==> src/rtl/wb_pkg.sv <==
// Shared types and sizing for the write-back queue ahead of the register file write port.
package wb_pkg;
  localparam int N_W     = 32;
  localparam int R_W     = 5;
  localparam int DEPTH_D = 4;
  localparam int PTR_W   = $clog2(DEPTH_D);

  typedef struct packed {
    logic [R_W-1:0] addr;
    logic [N_W-1:0] data;
  } wb_entry_t;
endpackage

==> src/rtl/wb_lookup.sv <==
// Youngest-match search over the queued entries for one decode forwarding port.
module wb_lookup
  import wb_pkg::*;
#(
  parameter int n     = N_W,
  parameter int r     = R_W,
  parameter int DEPTH = DEPTH_D,
  parameter int PW    = $clog2(DEPTH)
) (
  input  wb_entry_t        entries [DEPTH],
  input  logic [DEPTH-1:0] valid,
  input  logic [PW-1:0]    head,
  input  logic [PW:0]      count,
  input  logic [r-1:0]     lookup_addr,
  output logic             hit,
  output logic [n-1:0]     fwd_data
);
  logic [PW-1:0] idx;

  // Walk oldest to youngest so the last match wins.
  always_comb begin
    hit      = 1'b0;
    fwd_data = '0;
    idx      = '0;
    for (int i = 0; i < DEPTH; i++) begin
      idx = head + PW'(i);
      if (((PW+1)'(i) < count) && valid[idx] && (entries[idx].addr == lookup_addr) &&
          (lookup_addr != '0)) begin
        hit      = 1'b1;
        fwd_data = entries[idx].data;
      end
    end
  end
endmodule

==> src/rtl/wb_queue.sv <==
// Write-back queue: takes up to two writes per cycle, drains one per cycle in order.
module wb_queue
  import wb_pkg::*;
#(
  parameter int n     = N_W,
  parameter int r     = R_W,
  parameter int DEPTH = DEPTH_D
) (
  input  logic                     clk,
  input  logic                     rst,
  input  logic                     ld_valid,
  input  logic [r-1:0]             ld_addr,
  input  logic [n-1:0]             ld_data,
  input  logic                     alu_valid,
  input  logic [r-1:0]             alu_addr,
  input  logic [n-1:0]             alu_data,
  output logic                     in_ready,
  output logic                     write_en,
  output logic [r-1:0]             write_addr,
  output logic [n-1:0]             write_data,
  input  logic [r-1:0]             lookup_addr1,
  input  logic [r-1:0]             lookup_addr2,
  output logic                     hit1,
  output logic                     hit2,
  output logic [n-1:0]             fwd_data1,
  output logic [n-1:0]             fwd_data2,
  output logic [$clog2(DEPTH):0]   count,
  output logic                     overflow
);
  localparam int PW = $clog2(DEPTH);
  localparam logic [PW:0] DEPTH_C = (PW+1)'(DEPTH);

  wb_entry_t        entries [DEPTH];
  logic [DEPTH-1:0] valid;
  logic [PW-1:0]    head, tail;
  logic [PW:0]      count_q, free, enq_n;
  logic             ld_ok, alu_ok, ld_keep, alu_keep, deq;

  // Free slots ignore the same-cycle dequeue; the load is older, so it gets a slot first.
  always_comb begin
    ld_ok    = ld_valid && (ld_addr != '0);
    alu_ok   = alu_valid && (alu_addr != '0);
    free     = DEPTH_C - count_q;
    ld_keep  = ld_ok && (free != '0);
    alu_keep = alu_ok && (free > {PW'(0), ld_keep});
    enq_n    = {PW'(0), ld_keep} + {PW'(0), alu_keep};
    deq      = (count_q != '0);
  end

  always_ff @(posedge clk or negedge rst) begin
    if (!rst) begin
      for (int i = 0; i < DEPTH; i++) entries[i] <= '0;
      valid    <= '0;
      head     <= '0;
      tail     <= '0;
      count_q  <= '0;
      overflow <= 1'b0;
    end else begin
      if (deq) begin
        valid[head] <= 1'b0;
        head        <= head + PW'(1);
      end
      if (ld_keep) begin
        entries[tail] <= '{addr: ld_addr, data: ld_data};
        valid[tail]   <= 1'b1;
      end
      if (alu_keep) begin
        entries[tail + PW'(ld_keep)] <= '{addr: alu_addr, data: alu_data};
        valid[tail + PW'(ld_keep)]   <= 1'b1;
      end
      tail    <= tail + enq_n[PW-1:0];
      count_q <= count_q + enq_n - {PW'(0), deq};
      if ((ld_ok && !ld_keep) || (alu_ok && !alu_keep)) overflow <= 1'b1;
    end
  end

  assign count      = count_q;
  assign in_ready   = (count_q <= DEPTH_C - (PW+1)'(2));
  assign write_en   = deq;
  assign write_addr = valid[head] ? entries[head].addr : '0;
  assign write_data = valid[head] ? entries[head].data : '0;

  wb_lookup #(.n(n), .r(r), .DEPTH(DEPTH), .PW(PW)) u_lookup1 (
    .entries(entries), .valid(valid), .head(head), .count(count_q),
    .lookup_addr(lookup_addr1), .hit(hit1), .fwd_data(fwd_data1)
  );

  wb_lookup #(.n(n), .r(r), .DEPTH(DEPTH), .PW(PW)) u_lookup2 (
    .entries(entries), .valid(valid), .head(head), .count(count_q),
    .lookup_addr(lookup_addr2), .hit(hit2), .fwd_data(fwd_data2)
  );
endmodule

==> config.mk <==
export PLATFORM = sky130hd
export DESIGN_NAME = wb_queue
export DESIGN_NICKNAME = d
export VERILOG_FILES = /design/src/rtl/wb_pkg.sv /design/src/rtl/wb_lookup.sv /design/src/rtl/wb_queue.sv
export SDC_FILE = /design/constraint.sdc
export NUM_CORES = 1
export LEC_CHECK = 0
export ABC_AREA = 1
export CORE_ASPECT_RATIO = 0.5
export CORE_MARGIN = 8
export CORE_UTILIZATION = 55
export DETAILED_ROUTE_END_ITERATION = 8
export PLACE_DENSITY = 0.8
export SLEW_MARGIN = 25
export SYNTH_ARGS = -nofsm -noshare
export SYNTH_HDL_FRONTEND = slang
export SYNTH_SLANG_ARGS = --single-unit
==> constraint.sdc <==
create_clock -name clk -period 4.9 [get_ports clk]
set_input_delay 0.98 -clock clk [delete_from_list [all_inputs] [get_ports clk]]
set_output_delay 0.98 -clock clk [all_outputs]
set_load 0.01 [all_outputs]
==> results of run 1 <==
placed cells by master, fill, tap and decap left out, drive strengths merged:
master         count
or2               24
o211ai           129
mux2i              1
clkinv             5
inv              344
bufinv             4
a311o              1
a21o               1
nand4             15
nor2             165
fa                 1
clkinvlp           1
xnor2              3
nand2            826
o21ai            435
o21a               2
clkdlybuf4s50    195
nor3               2
a21oi             27
xor2              13
buf               32
clkbuf            23
dfrtp            160
and3               1
ha                15
mux2              20
nand3            168
metrics by stage:
step | instance area [um2] | TNS (ns) | cells
2_1_floorplan | 14900 | 0 | 2526
3_3_place_gp | 17000 | 0 | 2936
3_5_place_dp | 17000 | 0 | 2936
4_1_cts | 17600 | 0 | 2965
5_1_grt | 17600 | -0.0931 | 2965
6_report | 17600 | 0 | 2965
final cells by class:
class | instances | share of cell area, %
flip-flops and latches | 160 | 22.7
inverters | 347 | 7.45
multi-input cells | 1849 | 50.3
repair buffers | 228 | 13.6
clock buffers | 22 | 2.63
clock inverters | 7 | 0.766
well taps | 352 | 2.50
power groups by stage:
stage | combinational [W] | sequential [W] | clock, W
2_1_floorplan | 0.00719 | 0.00234 | 0
3_3_place_gp | 0.0105 | 0.00243 | 0
3_5_place_dp | 0.0107 | 0.00246 | 0
4_1_cts | 0.0108 | 0.00244 | 0.00142
5_1_grt | 0.0121 | 0.00253 | 0.00148
6_report | 0.0108 | 0.00245 | 0.00141
what timing repair did:
item | 4_1_cts | 5_1_grt
hold buffers | 0 | 0
gates resized for setup | 0 | 1
setup endpoints to repair | 0 | 13
critical path: stages (launching register included):
cell and delay (ns):
dfrtp_4 0.51, inv_6 0.18, ha_1 0.25, clkinv_2 0.25, nand3_1 0.16, nand2_1 0.06
nor2_1 0.21, nand2_1 0.08, nor2_1 0.19, nand3_2 0.13, buf_12 0.19, or2_2 0.30
nand3_1 0.07, nand2_1 0.05, nand2_1 0.13, clkdlybuf4s50_1 0.56
final timing paths:
kind | start | end | slack, ns | depth (start not counted)
setup / recovery | head[0] | fwd_data2[4] | 0.14 | 15
hold / removal | overflow | overflow | 0.50 | 1
setup reg to reg | count[0] | count[2] | 1.27 | 16
hold reg to reg | overflow | overflow | 0.50 | 1
max in group asynchronous | rst | entries[25] | 3.33 | 2
min in group asynchronous | rst | entries[85] | 0.63 | 1
registers in the layout, indices dropped and copies added, names as in the netlist:
| name | count |
|---|---|
| count | 3 |
| entries | 148 |
| head | 2 |
| overflow | 1 |
| tail | 2 |
| valid | 4 |
metal layers:
metal | GRT usage, % | share of wire [%] | up-vias | wire (um)
met1 | 33.0 | 39 | 7414 | 19200
li1 | - | - | 8226 | -
met2 | 51.8 | 50 | 655 | 24500
met4 | 17.0 | 5.9 | 0 | 2870
met3 | 3.19 | 5.3 | 157 | 2580
met5 | 0 | 0 | - | 0
kinds of logic (layout without fill, tap and decap cells):
| family | after synthesis | after routing |
|---|---|---|
| and+or+nand+nor | 1201 | 1201 |
| AOI/OAI and AO/OA | 595 | 595 |
| buffers and inverters | 517 | 604 |
| DFF | 160 | 160 |
| muxes | 21 | 21 |
| adders and majority gates | 16 | 16 |
| xor gates and xnor gates | 16 | 16 |
==> flow_metrics.tcl, run 1 <==
set metrics [dict create \
    run_status "completed" \
    drcViolationCount 0 \
    drive_above_1_share_pct 4.82 \
    ff_latch_area_um2 4010 \
    slew_headroom_pct 38.6 \
    power.density_nw_per_um2 834 \
    yosys-top-cells-count "nand2_1 (822), o21ai_0 (416), inv_1 (343)" \
    port_buffers 196 \
    vias 16500 \
    ys_types 39 \
    max_cap_violations 0 \
    clock-sinks 160 \
    post-route-period-util_pct 97.2 \
    seq_area_frac_synth_pct 26.8 \
    clock_tree.buffer_depth 2 \
    row_count 42 \
    hold_violations 0 \
    fmax_mhz 210 \
    grt_usage_pct 28.8 \
    syn_area_um2 14900 \
    peakVddDrop_v 0.000591 \
    min_path_type "flip-flop to flip-flop" \
    viasPerCell 5.55 \
    synth_top_family_by_area "simple AND/OR/NAND/NOR gates" \
    worstSkewPairLatency_ns 0.44 \
    die_area_um2 33000 \
    synth.most_common_cell "nand2_1" \
    synth_area_leaders "dfrtp_1 (27%), nand2_1 (21%), o21ai_0 (14%)" \
    swShare_pct 53.8 \
    pin_count 197 \
    place_hpwl_um 35300 \
    ys_warn_count 0 \
    avgRoutedWirePerCell_um 16.5 \
    synth-simple-area-share_pct 32.9 \
    cp_max_fo 56 \
    fin_crit_ns 4.76 \
    setup_slack_ns 0.135 \
    preCtsSetupSlack_ns 0.281 \
    hold_ws_ns 0.501 \
    grt_max_degree 149 \
    clkTransAtPathRegs_ns 0.06 \
    synth_edf_count 0 \
    leakagePower_nw 8.97 \
    ys_seq_elements 160 \
    fin_util_pct 66.3 \
    cp-end-kind "output port" \
    syn_inst 2526 \
    pwr-share-seq_pct 16.7 \
    drt_iter0_markers 1739 \
    crit_type "flip-flop to output port" \
    rsz0062_at_grt "true" \
    n_antenna_cell 0 \
    muxShareOfSynthArea_pct 1.57 \
    yosys.area_share.xor_xnor_pct 0.938 \
    post-cts-setup-buffer-count 0 \
    multi_input_area_um2 8880 \
    yosys.area.top_type "dfrtp_1" \
    gr-total-overflow 0 \
    fillers 2424 \
    synthAdderAreaFrac_pct 1.39 \
    clock-root-buffer "clkbuf_16" \
    syn_nets 2630 \
    setup_viol 0 \
    cp-start-kind "flip-flop" \
    gp_congestion 0.980 \
    synth_top_area_share_pct 26.8 \
    clockPowerShare_pct 9.6 \
    routed_wl_um 49100 \
    final_nets 2707 \
    postSynth.asyncResetShare_pct 100 \
    core_um2 26600 \
    first_pass_iters 6 \
    die_h_um 133 \
    crit_required_ns 3.92 \
    drtAntennaViolNets 0 \
    h-tree-depth 4 \
    tightestPinTransition_ns 0.920 \
    syn2layout_area_growth_pct 18.0 \
    antenna_found_initial 0 \
    pwr-share-comb_pct 73.8 \
    synth_ff_type "dfrtp_1" \
    p_switching_w 0.00791 \
    finClkSkew_ns 0.00749 \
    synth.avg_cell_area_um2 5.91 \
    synth_compound_area_share_pct 22.3 \
    grt_pass1_vias 15300 \
    initial_utilization_pct 56.2 \
    grt_pass1_wl_um 78200 \
    power_w 0.0147 \
    drv_slew 0 \
    cts_tree "done" \
    intPower_w 0.00679 \
    numCtsBuffers 17 \
    die_w_um 249 \
    cp.arrival_ns 3.78 \
]
Power figures use the tool's default switching activity.
==> run 2, diff against run 1 <==
GPL_TIMING_DRIVEN = 1   (was unset)
==> results of run 2 <==
Final layout, timing and power as in run 1 (identical DEF).
